## config.mk

```make
export PLATFORM = sky130hd
export DESIGN_NAME = alu1_divider_flat
export DESIGN_NICKNAME = d
export VERILOG_FILES = /design/src/rtl/alu1_divider_if.sv /design/src/rtl/alu1_divider.sv /design/src/flat_wrapper.sv
export SDC_FILE = /design/constraint.sdc
export NUM_CORES = 1
export LEC_CHECK = 0
export CAP_MARGIN = 0
export CORE_ASPECT_RATIO = 1.2
export CORE_MARGIN = 8
export CORE_UTILIZATION = 43
export CTS_CLUSTER_SIZE = 12
export DETAILED_ROUTE_END_ITERATION = 10
export GPL_ROUTABILITY_DRIVEN = 0
export GPL_TIMING_DRIVEN = 0
export PLACE_DENSITY = 0.89
export SETUP_SLACK_MARGIN = 0.4
export SYNTH_ARGS = -nofsm -noshare
export SYNTH_HDL_FRONTEND = slang
export SYNTH_SLANG_ARGS = --single-unit
export TNS_END_PERCENT = 50
```

## constraint.sdc

```tcl
create_clock -name clk -period 2.2 [get_ports clk]
set_clock_uncertainty 0.2 [all_clocks]
set_input_delay 0.44 -clock clk [delete_from_list [all_inputs] [get_ports clk]]
set_output_delay 0.44 -clock clk [all_outputs]
set_load 0.01 [all_outputs]
```

## src/rtl/alu1_divider_if.sv

```systemverilog
// Request/result handshake and Alu1 bus of the restoring divider.
// slave = divider side, master = requester plus external Alu1.
interface alu1_divider_if #(
  parameter int WIDTH = 8
);
  logic             start_valid;
  logic             start_ready;
  logic [WIDTH-1:0] dividend;
  logic [WIDTH-1:0] divisor;

  logic [2:0]       alu_cmd;
  logic [WIDTH-1:0] alu_in1;
  logic [WIDTH-1:0] alu_in2;
  logic             alu_co;
  logic [WIDTH-1:0] alu_out;

  logic             res_valid;
  logic             res_ready;
  logic [WIDTH-1:0] quotient;
  logic [WIDTH-1:0] remainder;
  logic             div_by_zero;

  modport slave (
    input  start_valid,
    input  dividend,
    input  divisor,
    output start_ready,
    output alu_cmd,
    output alu_in1,
    output alu_in2,
    input  alu_co,
    input  alu_out,
    output res_valid,
    input  res_ready,
    output quotient,
    output remainder,
    output div_by_zero
  );

  modport master (
    output start_valid,
    output dividend,
    output divisor,
    input  start_ready,
    input  alu_cmd,
    input  alu_in1,
    input  alu_in2,
    output alu_co,
    output alu_out,
    input  res_valid,
    output res_ready,
    input  quotient,
    input  remainder,
    input  div_by_zero
  );
endinterface

```

## src/rtl/alu1_divider.sv

```systemverilog
// Multi-cycle unsigned restoring divider.
// One Alu1 SUB per iteration; quotient bit from the carry.
module alu1_divider #(
  parameter int WIDTH = 8
) (
  input logic           clk,
  input logic           rst_n,
  alu1_divider_if.slave bus
);

  localparam int CNT_W = $clog2(WIDTH) + 1;

  localparam logic [2:0] CMD_TRANSFER = 3'd0;
  localparam logic [2:0] CMD_SUB      = 3'd5;

  typedef enum logic [1:0] {
    IDLE,
    CALC,
    DONE
  } state_e;

  state_e           state_q;
  state_e           state_d;
  logic [WIDTH-1:0] rem_q;
  logic [WIDTH-1:0] rem_d;
  logic [WIDTH-1:0] dq_q;
  logic [WIDTH-1:0] dq_d;
  logic [WIDTH-1:0] dsr_q;
  logic [WIDTH-1:0] dsr_d;
  logic [CNT_W-1:0] cnt_q;
  logic [CNT_W-1:0] cnt_d;
  logic             dbz_q;
  logic             dbz_d;

  logic [WIDTH-1:0] partial;
  logic             qbit;
  logic             accept;
  logic             last_iter;

  // Shift the next dividend bit into the running remainder.
  assign partial = {rem_q[WIDTH-2:0], dq_q[WIDTH-1]};

  // A bit shifted out of rem means partial exceeds any divisor.
  assign qbit = rem_q[WIDTH-1] | bus.alu_co;

  assign accept    = (state_q == IDLE) & bus.start_valid;
  assign last_iter = (cnt_q == CNT_W'(WIDTH - 1));

  // State and datapath registers, synchronous active-low reset.
  always_ff @(posedge clk) begin
    if (!rst_n) begin
      state_q <= IDLE;
      rem_q   <= '0;
      dq_q    <= '0;
      dsr_q   <= '0;
      cnt_q   <= '0;
      dbz_q   <= 1'b0;
    end else begin
      state_q <= state_d;
      rem_q   <= rem_d;
      dq_q    <= dq_d;
      dsr_q   <= dsr_d;
      cnt_q   <= cnt_d;
      dbz_q   <= dbz_d;
    end
  end

  // Next-state, datapath update and Alu1 drive.
  always_comb begin
    state_d     = state_q;
    rem_d       = rem_q;
    dq_d        = dq_q;
    dsr_d       = dsr_q;
    cnt_d       = cnt_q;
    dbz_d       = dbz_q;
    bus.alu_cmd = CMD_TRANSFER;
    bus.alu_in1 = '0;
    bus.alu_in2 = '0;

    unique case (state_q)
      IDLE: begin
        if (accept) begin
          dsr_d = bus.divisor;
          dq_d  = bus.dividend;
          rem_d = '0;
          cnt_d = '0;
          if (bus.divisor != '0) begin
            state_d = CALC;
            dbz_d   = 1'b0;
          end else begin
            state_d = DONE;
            dq_d    = '1;
            rem_d   = bus.dividend;
            dbz_d   = 1'b1;
          end
        end
      end

      CALC: begin
        bus.alu_cmd = CMD_SUB;
        bus.alu_in1 = partial;
        bus.alu_in2 = dsr_q;
        rem_d       = qbit ? bus.alu_out : partial;
        dq_d        = {dq_q[WIDTH-2:0], qbit};
        cnt_d       = cnt_q + CNT_W'(1);
        if (last_iter) begin
          state_d = DONE;
        end
      end

      DONE: begin
        if (bus.res_ready) begin
          state_d = IDLE;
        end
      end

      default: begin
        state_d = IDLE;
      end
    endcase
  end

  assign bus.start_ready = (state_q == IDLE);
  assign bus.res_valid   = (state_q == DONE);
  assign bus.quotient    = dq_q;
  assign bus.remainder   = rem_q;
  assign bus.div_by_zero = dbz_q;

endmodule

```

## src/flat_wrapper.sv

```systemverilog
// flat-port wrapper written by rule: the top's interface ports become plain ports
module alu1_divider_flat 
#(
  parameter int WIDTH = 8
)
  (clk, rst_n, bus_start_valid, bus_dividend, bus_divisor, bus_start_ready, bus_alu_cmd, bus_alu_in1, bus_alu_in2, bus_alu_co, bus_alu_out, bus_res_valid, bus_res_ready, bus_quotient, bus_remainder, bus_div_by_zero);
  alu1_divider_if #(.WIDTH(WIDTH)) bus_i ();
  input logic clk;
  input logic rst_n;
  input wire logic [$bits(bus_i.start_valid)-1:0] bus_start_valid;
  input wire logic [$bits(bus_i.dividend)-1:0] bus_dividend;
  input wire logic [$bits(bus_i.divisor)-1:0] bus_divisor;
  output wire logic [$bits(bus_i.start_ready)-1:0] bus_start_ready;
  output wire logic [$bits(bus_i.alu_cmd)-1:0] bus_alu_cmd;
  output wire logic [$bits(bus_i.alu_in1)-1:0] bus_alu_in1;
  output wire logic [$bits(bus_i.alu_in2)-1:0] bus_alu_in2;
  input wire logic [$bits(bus_i.alu_co)-1:0] bus_alu_co;
  input wire logic [$bits(bus_i.alu_out)-1:0] bus_alu_out;
  output wire logic [$bits(bus_i.res_valid)-1:0] bus_res_valid;
  input wire logic [$bits(bus_i.res_ready)-1:0] bus_res_ready;
  output wire logic [$bits(bus_i.quotient)-1:0] bus_quotient;
  output wire logic [$bits(bus_i.remainder)-1:0] bus_remainder;
  output wire logic [$bits(bus_i.div_by_zero)-1:0] bus_div_by_zero;
  assign bus_i.start_valid = bus_start_valid;
  assign bus_i.dividend = bus_dividend;
  assign bus_i.divisor = bus_divisor;
  assign bus_start_ready = bus_i.start_ready;
  assign bus_alu_cmd = bus_i.alu_cmd;
  assign bus_alu_in1 = bus_i.alu_in1;
  assign bus_alu_in2 = bus_i.alu_in2;
  assign bus_i.alu_co = bus_alu_co;
  assign bus_i.alu_out = bus_alu_out;
  assign bus_res_valid = bus_i.res_valid;
  assign bus_i.res_ready = bus_res_ready;
  assign bus_quotient = bus_i.quotient;
  assign bus_remainder = bus_i.remainder;
  assign bus_div_by_zero = bus_i.div_by_zero;
  alu1_divider #(.WIDTH(WIDTH)) u_core (.clk(clk), .rst_n(rst_n), .bus(bus_i));
endmodule
```

==> results of run 1 <==
[routing by layer]
metal  up-vias  track usage [%]
li1        888                -
met1       976             20.2
met2       116             34.1
met3        31             6.32
met4         0             10.9
met5         -                0
[worst max-delay path, cell delays in order (launching register included)]
cell and delay (ns):
dfxtp_2 0.34, nor2b_4 0.16, buf_8 0.15, clkbuf_16 0.15
and2_1 0.11, buf_2 0.12
[cell usage after synthesis, types with 2 or more instances]
library cell  instances  area (µm²)
and2_1               17         106
nor3b_1               3        22.5
a211oi_1              2        15.0
nand3b_1              8        60.1
a221o_1               6        60.1
clkbuf_1              7        26.3
a2111oi_2             2        30.0
nor2b_1               3        18.8
nand2_1              25        93.8
nand3_1               7        35.0
or3b_2                5        43.8
dfxtp_1              31         621
or3b_1                2        17.5
nor2_1                4        15.0
buf_2                 5        25.0
a21oi_1              17        85.1
o21ai_0              10        50.1
a41oi_1               7        61.3
nor4_4                2        42.5
buf_4                 5        37.5
[flip-flops by register name, summed over array words and instances (netlist names)]
name	flops
u_core.bus.remainder	8
u_core.cnt_q	4
u_core.bus.quotient	8
u_core.state_q	2
u_core.dsr_q	8
u_core.bus.div_by_zero	1
[power groups by stage]
stage | registers (mW) | clock network, mW | logic (mW)
floorplan | 0.641 | 0 | 0.171
global placement | 0.638 | 0 | 0.344
detailed placement | 0.638 | 0 | 0.350
CTS | 0.625 | 0.409 | 0.434
global route | 0.633 | 0.435 | 0.503
finish | 0.629 | 0.412 | 0.479
[through the flow]
stage / instance area (µm²) / worst slack [ns] / setup TNS, ns / total power, mW
after floorplan: 1670 / 0.436 / 0 / 0.812
after CTS: 2670 / 0.283 / 0 / 1.47
after global routing: 2770 / 0.191 / 0 / 1.57
after detailed placement: 2390 / -0.300 / -5.36 / 0.988
final: 2770 / 0.235 / 0 / 1.52
after global placement: 2390 / -0.240 / -3.87 / 0.982
[layout make-up]
type | instances | share of cell area (%)
Multi-Input combinational cell | 143 | 37.2
Timing Repair Buffer | 83 | 29.3
Sequential cell | 31 | 22.6
Buffer | 17 | 5.51
Clock buffer | 6 | 2.62
Tap cell | 54 | 2.44
Inverter | 2 | 0.316
[what timing repair did]
action,CTS,global route
hold endpoints to repair,0,0
pin swaps,15,0
endpoints found under the setup margin,51,47
resized for setup,131,27
buffers inserted,14,2
gates cloned,2,0
[path summary, 6_finish.rpt]
path	start	slack, ns	cells after the start	end
setup / recovery	u_core.state_q[0]	0.23	5	bus_alu_in2[2]
hold / removal	u_core.bus.div_by_zero	0.25	2	u_core.bus.div_by_zero
setup reg to reg	u_core.state_q[1]	0.36	9	u_core.bus.quotient[6]
hold reg to reg	u_core.bus.div_by_zero	0.25	2	u_core.bus.div_by_zero
[kinds of logic after synthesis]
kind of cell	after synthesis
adder cells (fa/ha/maj)	1
multiplexers	1
AO/OA/AOI/OAI	56
flip-flops	31
other	1
AND/OR/NAND/NOR	84
buffers and inverters	19
==> metrics.csv, run 1 <==
stage,metric,value,unit
status,status,"complete, no violations",
hold_path,Hold WC Path Type,flop to flop,
final_layout,"commonest non-fill, non-tap cells in the layout","clkdlybuf4s50_1, dfxtp_1, nand2_1",
power,Power Internal,1.06,mW
power,Comb power frac,31.5,%
yosys,XOR/XNOR share of the synthesized area,0,%
power,worst vdd ir,423,µV
floorplan,Row Count,25,
power,Psw,463,µW
global_routing,Global Route Usage Sum,19.7,%
critical_path,worst-path maximum fanout,6,
power,PD cells,549,mW/mm²
final_layout,Antenna Cells,0,
drt,Routed WL,6870,µm
yosys,main flop type after synthesis,dfxtp_1,
timing,Final Max Tran Viols,0,
yosys,register area share after synthesis,37.1,%
global_routing,largest net degree at the start of global routing,11,
floorplan,initial core utilization,43.4,%
floorplan,DIE HEIGHT,84.3,µm
drt,DR WL met2,3550,µm
critical_path,crit path DAT,1.33,ns
floorplan,Core Area,0.00385,mm²
final_layout,area occupied by multi-input gates,0.00103,mm²
final_layout,P&R area growth vs syn,65.6,%
cts,number of clock sinks,31,
critical_path,CP Class,flop to output pin,
cts,CTS tree,built,
drt,met1 WL,2400,µm
final_layout,nets@finish,313,
timing,Final period util,89.3,%
cts,CTS Root Cell,clkbuf_8,
yosys,syn_nets,223,
place,number of buffers added on ports,65,
yosys,largest family of logic cells by synthesized area,simple AND/OR/NAND/NOR gates,
cts,Num CTS Buffers,5,
critical_path,CP Data Required Time,1.56,ns
drt,Iteration-0 DRC Markers,227,
yosys,Seq cells post-synth,31,
timing,Final setup viols,0,
critical_path,Critical Path End Type,output pin,
timing,Fin. Hold Viols,0,
cts,clk slew on worst S/H paths,0.05,ns
floorplan,Die ar.,0.00615,mm²
cts,clk_lat worst skew,0.29,ns
power,Switching Share,30.4,%
power,power share of the sequential group,41.4,%
timing,Hold WS,0.254,ns
yosys,Post-Syn Area,0.00167,mm²
timing,RSZ-0062 raised after global routing,yes,
global_routing,antenna violations before repair,0,
global_routing,global-route wire length before repair,9560,µm
final_layout,Seq. cell area,627,µm²
final_layout,Final Util,72.0,%
yosys,Compound-Gate Fraction of Synth Area,24.0,%
yosys,Post-synth EDFFs,0,
drt,highest routed layer,met4,
cts,CTS H-tree depth,2,
drt,Initial DRT Pass Iterations,5,
place,Placed Cells,312,
yosys,post-synthesis cell count,193,
floorplan,io pins,67,
yosys,synthesis warning total,0,
final_layout,Final Non-Filler Cells,336,
timing,Tmin final,1.97,ns
final_layout,layout filler cell count,268,
yosys,Post-Synth Adder-Cell Area,0.749,%
job,max-cap violations,0,
final_layout,"leading cell type in the layout, fill and taps excluded",clkdlybuf4s50_1,
power,leakage power,1.18,nW
yosys,Post-synth ARST share,0,%
timing,Fmax,0.509,GHz
power,clock power share,27.1,%
floorplan,Die Span X,72.9,µm
timing,worst-margin pin slew,0.538,ns
drt,vias,2011,
drt,met3 WL,586,µm
drt,DRT antenna net count,0,
place,DP HPWL,3750,µm
drt,DRC errors left,0,
drt,drt via density,5.99,
yosys,Unique masters post-synth,45,
yosys,Post-Syn Area per Cell,8.66,µm²
cts,cts hold-fix bufs,0,
drt,Avg WL per Cell,20.4,µm
final_layout,share of cells above drive strength 1,33.0,%
global_routing,GRT overflow,0,
cts,Clock Tree Buf Depth,2,
timing,max_slew headroom,64.1,%
global_routing,number of global-route vias before repair,1932,
yosys,simple-gate area share of the yosys netlist,31.6,%
critical_path,Startpoint Class,flop,
yosys,multiplexer area fraction after synthesis,0.599,%
(Power assumes the default switching activity.)
==> run 2: changes to the inputs <==
- TNS_END_PERCENT: 50 -> unset
==> run 2 against run 1 <==
  * Utilization fell by 0.26 points
  * Via count fell by 5.2%
  * Cell area fell by 0.36%
==> metrics.csv, run 2 (synthesis results as in run 1) <==
stage,metric,value,unit
status,status,"complete, no violations",
drt,vias,1907,
timing,Final Max Tran Viols,0,
timing,setup_tns,0,ns
place,post-place instance area,0.00239,mm²
final_layout,Antenna Cells,0,
final_layout,"leading cell type in the layout, fill and taps excluded",dfxtp_1,
critical_path,worst-path maximum fanout,6,
place,number of buffers added on ports,65,
drt,Routed WL,6150,µm
timing,RSZ-0062 raised after global routing,yes,
timing,fin worst setup slack,0.239,ns
cts,Clock Tree Buf Depth,2,
global_routing,antenna violations before repair,0,
floorplan,DIE HEIGHT,84.3,µm
cts,cts hold-fix bufs,0,
place,Placed Cells,312,
final_layout,nets@finish,313,
timing,Hold WS,0.253,ns
global_routing,Global Route Usage Sum,19.3,%
final_layout,Final Non-Filler Cells,336,
timing,Fmax,0.510,GHz
critical_path,Critical Path End Type,output pin,
drt,drt via density,5.68,
hold_path,Hold WC Path Type,flop to flop,
final_layout,design area,0.00276,mm²
global_routing,global-route wire length before repair,9350,µm
global_routing,largest net degree at the start of global routing,11,
drt,Initial DRT Pass Iterations,4,
global_routing,number of global-route vias before repair,1897,
timing,Final period util,89.1,%
final_layout,layout filler cell count,272,
floorplan,initial core utilization,43.4,%
cts,CTS Root Cell,clkbuf_8,
floorplan,Core Area,0.00385,mm²
power,total power,1.49,mW
drt,DRC errors left,0,
place,DP HPWL,3750,µm
drt,Avg WL per Cell,18.3,µm
final_layout,P&R area growth vs syn,65.0,%
floorplan,io pins,67,
cts,clk_lat worst skew,0.28,ns
critical_path,CP Cell Sequence,nor2b_4 > buf_6 > buf_8 > and2_4 > buf_2,
cts,number of clock sinks,31,
timing,Final setup viols,0,
drt,DRT antenna net count,0,
cts,Num CTS Buffers,5,
critical_path,CP Data Required Time,1.56,ns
final_layout,"commonest non-fill, non-tap cells in the layout","dfxtp_1, nand2_1, dlygate4sd2_1",
critical_path,Worst path slowest cell,dfxtp_2,
cts,CTS tree,built,
global_routing,GRT overflow,0,
place,worst slack at placement,-0.300,ns
cts,clk slew on worst S/H paths,0.05,ns
job,max-cap violations,0,
final_layout,share of cells above drive strength 1,34.0,%
critical_path,Startpoint Class,flop,
timing,Fin. Hold Viols,0,
critical_path,Worst path max stage delay,0.35,ns
critical_path,crit path DAT,1.32,ns
floorplan,Die ar.,0.00615,mm²
floorplan,Row Count,25,
final_layout,Final Util,71.7,%
power,PD cells,541,mW/mm²
floorplan,Die Span X,72.9,µm
power,leakage power,1.17,nW
critical_path,CP Class,flop to output pin,
power,worst vdd ir,392,µV
drt,Iteration-0 DRC Markers,247,
timing,Tmin final,1.96,ns
cts,CTS H-tree depth,2,
## run 2: where the power goes
group	internal, mW	switching, mW	leakage, nW	total (mW)
Combinational	0.240	0.218	0.883	0.458
Clock	0.210	0.194	0.0371	0.405
Sequential	0.598	0.0302	0.254	0.629
Total	1.05	0.443	1.17	1.49
## run 2: layout make-up
type / count / area, µm² / share of cell area (%)
Buffer: 17 / 150 / 5.44
Multi-Input combinational cell: 143 / 1040 / 37.8
Inverter: 2 / 8.76 / 0.317
Tap cell: 54 / 67.6 / 2.45
Sequential cell: 31 / 626 / 22.7
Timing Repair Buffer: 83 / 792 / 28.7
Clock buffer: 6 / 72.6 / 2.63
## run 2: final timing paths
check / startpoint / endpoint / slack [ns] / depth (start not counted)
hold / removal: u_core.bus.div_by_zero / u_core.bus.div_by_zero / 0.25 / 2
setup reg to reg: u_core.state_q[0] / u_core.bus.quotient[6] / 0.41 / 8
hold reg to reg: u_core.bus.div_by_zero / u_core.bus.div_by_zero / 0.25 / 2
setup / recovery: u_core.state_q[0] / bus_alu_in1[2] / 0.24 / 5
## run 2: layer usage
layer / vias to the layer above / wire, µm / GRT usage (%)
met5: - / 0 / 0
met4: 0 / 184 / 10.9
met3: 15 / 457 / 5.84
met2: 93 / 3210 / 33.4
met1: 908 / 2300 / 19.9
li1: 891 / - / -
## run 2: critical path: cells and delay by family (launching register included)
kind / cells / cell delay (ns)
buf+inv: 3 / 0.41
flops: 1 / 0.35
simple gates: 2 / 0.28
## run 2: timing repair
action | 4_1_cts | 5_1_grt
pin swaps | 15 | 1
setup endpoints to repair | 51 | 31
gates cloned | 2 | 0
buffers inserted | 14 | 2
gates resized for setup | 147 | 30
==> edit 1: new RTL, config.mk and constraints of run 1 <==
Reset style: asynchronous (`rst_n`), changed in one clocked block. Comments in the files are not updated.
--- a/src/rtl/alu1_divider.sv
+++ b/src/rtl/alu1_divider.sv
@@ -48,5 +48,5 @@
 
   // State and datapath registers, synchronous active-low reset.
-  always_ff @(posedge clk) begin
+  always_ff @(posedge clk or negedge rst_n) begin
     if (!rst_n) begin
       state_q <= IDLE;
Behaviour: differs if rst_n is asserted again (counterexample within 4 cycles, from zero or initial values and one cycle with rst_n low); with rst_n held inactive, the same outputs for 10 cycles.
==> edit 1 against run 1 <==
The run now ends with negative hold slack left; synthesized area rose by 7.5%; sequential share of layout area rose by 3.1 points; first-iteration DRC count fell by 28%; global-route usage fell by 1.2 points; sequential cell count did not move; cell area rose by 9.2%; wire length rose by 3.9%; setup slack got worse by 0.085 ns.
Power is not compared: it rests on default switching activity, and its combinational part moved more than twofold at a synthesized area within 25%.
==> edit 1: results (changes against run 1) <==
[placed_design]
port_buffers = 64  ; was 65
place_worst_setup_slack_ns = -0.296  ; was -0.300 ns
dp.final_hpwl_mm = 3.84  ; was 3.75 mm

[hold_path]
hp-class = in2async  ; was reg2reg

[cells_and_area]
area.sequential_um2 = 777  ; was 627 um2
nonClockBufferCount = 108  ; was 100
layout.cell_area.non_filler_um2 = 3020  ; was 2770 um2
multi_input_comb_cells = 133  ; was 143
fin_nets = 311  ; was 313
clock_cell_share_of_area = 0.0389  ; was 0.0262
area_share_nonclk_buffers = 0.341  ; was 0.348

[clock_tree]
worst_setup_hold_path_clk_slew_ns = 0.07  ; was 0.05 ns

[synthesis]
synthDistinctLibCells = 38  ; was 45
synth_seq_area_share = 0.432  ; was 0.371
ys_top_cells_by_area = dfrtp_1 (43%), and2_1 (5.9%), o21ai_1 (5.6%), mux2_1 (5.0%), o211ai_2 (4.9%)  ; was dfxtp_1 (37%), and2_1 (6.4%), nand2_1 (5.6%), a21oi_1 (5.1%), a41oi_1 (3.7%)
synth-adder-area-share = 0.00696  ; was 0.00749

[outcome]
violations = negative hold slack
outcome = finished with violations  ; was completed

[sta]
hold_violations = 7  ; was 0
finalHoldWorstSlack_ns = -0.00533  ; was 0.254 ns

[setup_path]
slowest_cell_delay_on_critical_path_ns = 0.43  ; was 0.34 ns
cp-endpoint = bus_alu_in1[5]  ; was bus_alu_in2[2]
worst-path-max-fanout = 7  ; was 6
r2r.worst_path.cells = 8  ; was 9

[global_routing]
global_route.usage.met1 = 0.211  ; was 0.202
grt_max_degree = 32  ; was 11
grt_pass1_vias = 1875  ; was 1932
grt_use_total = 0.185  ; was 0.197

edit 1: cell count changes after synthesis, sizes merged, moves of 9 or more:
| cell | delta |
|---|---|
| dfxtp | -31 |
| o21a | +9 |
| o21ai | +12 |
| a21oi | -14 |
| dfrtp | +31 |
edit 1: power groups by stage:
stage / Clock (W) / Combinational [W] / Sequential [W]
floorplan: 0 / 0.00116 / 0.00106
global placement: 0 / 0.00212 / 0.00104
detailed placement: 0 / 0.00217 / 0.00105
CTS: 0.000588 / 0.00238 / 0.00105
global route: 0.000615 / 0.00318 / 0.00111
finish: 0.000581 / 0.00299 / 0.00108
edit 1: metrics by stage:
stage | cells | total power (W)
floorplan | 184 | 0.00222
global route | 336 | 0.00490
global placement | 302 | 0.00316
detailed placement | 302 | 0.00322
finish | 336 | 0.00465
CTS | 322 | 0.00401
edit 1: repair_timing:
item                                    in CTS  in global routing
pin swaps                                    4                  6
endpoints found under the setup margin      95                 64
setup buffers                               10                 12
gates cloned                                 2                  2
resized for setup                          108                 48
==> edit 2: new RTL, flow settings as in run 1 <==
Without the edit above. `WIDTH` is set to 8 in 3 places; all go to 4.
--- a/src/rtl/alu1_divider_if.sv
+++ b/src/rtl/alu1_divider_if.sv
@@ -2,5 +2,5 @@
 // slave = divider side, master = requester plus external Alu1.
 interface alu1_divider_if #(
-  parameter int WIDTH = 8
+  parameter int WIDTH = 4
 );
   logic             start_valid;
--- a/src/rtl/alu1_divider.sv
+++ b/src/rtl/alu1_divider.sv
@@ -2,5 +2,5 @@
 // One Alu1 SUB per iteration; quotient bit from the carry.
 module alu1_divider #(
-  parameter int WIDTH = 8
+  parameter int WIDTH = 4
 ) (
   input logic           clk,
--- a/src/flat_wrapper.sv
+++ b/src/flat_wrapper.sv
@@ -2,5 +2,5 @@
 module alu1_divider_flat 
 #(
-  parameter int WIDTH = 8
+  parameter int WIDTH = 4
 )
   (clk, rst_n, bus_start_valid, bus_dividend, bus_divisor, bus_start_ready, bus_alu_cmd, bus_alu_in1, bus_alu_in2, bus_alu_co, bus_alu_out, bus_res_valid, bus_res_ready, bus_quotient, bus_remainder, bus_div_by_zero);
Ports: changed (7 resized); port bits go from 67 to 39. The function was not compared with the original's and may differ.
==> edit 2 against run 1 <==
First-iteration DRC count decreased by 90%; setup slack improved by 0.0085 ns; global-route usage fell by 5.3 points; total power shrank 46%; sequential power shrank 41%; sequential cell count shrank 13; wire length shrank 58%; cell area decreased by 46%; synthesized area shrank 43%; critical path depth increased by 1; clock power shrank 49%; non-clock buffer count shrank 46; register-to-register slack gained 0.13 ns; worst hold slack improved by 0.012 ns.
==> edit 2: results (changes against run 1) <==
[setup_path]
timing.rr.end = u_core.bus.quotient[1]  ; was u_core.bus.quotient[6]
r2r.worst_path.cells = 6  ; was 9
regToRegSetupSlack_ns = 0.49  ; was 0.36 ns
cp_data_arrival_time_ns = 1.32
worst-path-max-fanout = 5  ; was 6

[route]
detailroute.via_count = 1021  ; was 2011
finalWirelength_mm = 2.90  ; was 6.87 mm
dr.first_iter.drc_count = 23  ; was 227
drt_first_pass_iters = 4  ; was 5

[cells_and_area]
fin_nets = 184  ; was 313
antenna_cells_inserted = 0  ; unchanged
fraction_of_layout_instances_using_a_drive_strength_above_1 = 0.250  ; was 0.330
fillCellCount = 174  ; was 268

[clock_tree]
cts_buffers = 3  ; was 5
cts_root_buf = clkbuf_4  ; was clkbuf_8
cts.path.max_buffers = 2  ; unchanged
worst_setup_hold_path_clk_slew_ns = 0.10  ; was 0.05 ns
clock_insertion_delay_worst_skew_ns = 0.31  ; was 0.29 ns
ctsHtreeMaxLevel = 1  ; was 2

[synthesis]
yosysWarnings = 0  ; unchanged
synth_seq_area_share = 0.377  ; was 0.371
synthTopCellsByCount = dfxtp_1 (18), nand2_1 (18), o21ai_0 (11), and2_1 (10)  ; was dfxtp_1 (31), nand2_1 (25), a21oi_1 (17), and2_1 (17), o21ai_0 (10)
synthDistinctLibCells = 31  ; was 45
mappedNetlistNets = 135  ; was 223
ys_top_cells_by_area = dfxtp_1 (38%), nand2_1 (7.1%), and2_1 (6.6%), o21ai_0 (5.8%), a21boi_1 (5.5%)  ; was dfxtp_1 (37%), and2_1 (6.4%), nand2_1 (5.6%), a21oi_1 (5.1%), a41oi_1 (3.7%)
synth_flop_cell = dfxtp_1  ; unchanged

[placed_design]
dp.final_hpwl_mm = 2.08  ; was 3.75 mm
place_worst_setup_slack_ns = 0.0533  ; was -0.300 ns
port_buffers = 36  ; was 65

[sta]
final_min_period_over_clock_period = 0.889  ; was 0.893
finalHoldWorstSlack_ns = 0.266  ; was 0.254 ns
slew_headroom = 0.670  ; was 0.641

[outcome]
outcome = completed  ; unchanged

[hold_path]
timing.hold.worst.start = u_core.dsr_q[1]  ; was u_core.bus.div_by_zero
min_to = u_core.dsr_q[1]  ; was u_core.bus.div_by_zero

[power_and_ir_drop]
vdd_ir_drop_max_mv = 0.326  ; was 0.423 mV
leakage_nw = 0.670  ; was 1.18 nW

[global_routing]
antenna_found_initial = 0  ; unchanged
first_pass_grt_wire_length_mm = 4.44  ; was 9.56 mm
grt_use_total = 0.144  ; was 0.197

[edit 2: worst max-delay path, stage by stage, from the launching register on]
cell      delay, ns
dfxtp_2        0.35
nand2b_4       0.14
inv_4          0.04
buf_6          0.10
buf_6          0.11
and2_4         0.15
buf_6          0.11
[edit 2: area by class of cell]
type                            instances  area, um2  area share
Sequential cell                        18        365       0.245
Clock buffer                            4       36.3      0.0243
Buffer                                 10       67.6      0.0453
Timing Repair Buffer                   44        427       0.286
Inverter                                3       13.8     0.00924
Tap cell                               30       37.5      0.0252
Multi-Input combinational cell         85        543       0.364
[edit 2: repair_timing]
| action | 4_1_cts | 5_1_grt |
|---|---|---|
| buffers inserted | 5 | 2 |
| pin swaps | 2 | 2 |
| resized for setup | 51 | 17 |
| gates cloned | 1 | 0 |
| endpoints found under the setup margin | 21 | 21 |
[edit 2: how the worst max path moves through the flow]
stage                 startpoint               to  cells past startpoint
6_report       u_core.state_q[1]   bus_alu_in2[3]                      6
5_1_grt        u_core.state_q[1]   bus_alu_in2[3]                      6
4_1_cts        u_core.state_q[0]  bus_start_ready                      2
3_5_place_dp   u_core.state_q[0]   bus_alu_in1[2]                      5
3_3_place_gp   u_core.state_q[0]   bus_alu_in2[3]                      5
2_1_floorplan  u_core.state_q[1]   bus_alu_in1[0]                      4
[edit 2: cell families after synthesis]
| family | count (synthesis) | synth area share |
|---|---|---|
| AND/OR/NAND/NOR | 46 | 0.271 |
| buffers and inverters | 13 | 0.0721 |
| AO/OA/AOI/OAI | 36 | 0.249 |
| other | 1 | 0.00393 |
| flip-flops | 18 | 0.377 |
| adder cells (fa/ha/maj) | 2 | 0.0262 |
[edit 2: stage by stage]
stage / std cells / utilization / area [um2]
finish: 194 / 0.719 / 1490
global route: 194 / 0.719 / 1490
CTS: 192 / 0.690 / 1430
detailed placement: 182 / 0.653 / 1350
global placement: 182 / 0.653 / 1350
floorplan: 116 / - / 955
[edit 2: routing by layer]
layer	share of wire	track usage	wire [um]
met5	0	0	0
met4	0.024	0.0988	70
met3	0.087	0.0532	253
met2	0.48	0.257	1410
met1	0.40	0.135	1170
[edit 2: power by group]
group / leakage, nW / switching, W / internal, W
Sequential: 0.149 / 0.0000208 / 0.000351
Combinational: 0.500 / 0.000108 / 0.000130
Clock: 0.0210 / 0.000111 / 0.000101
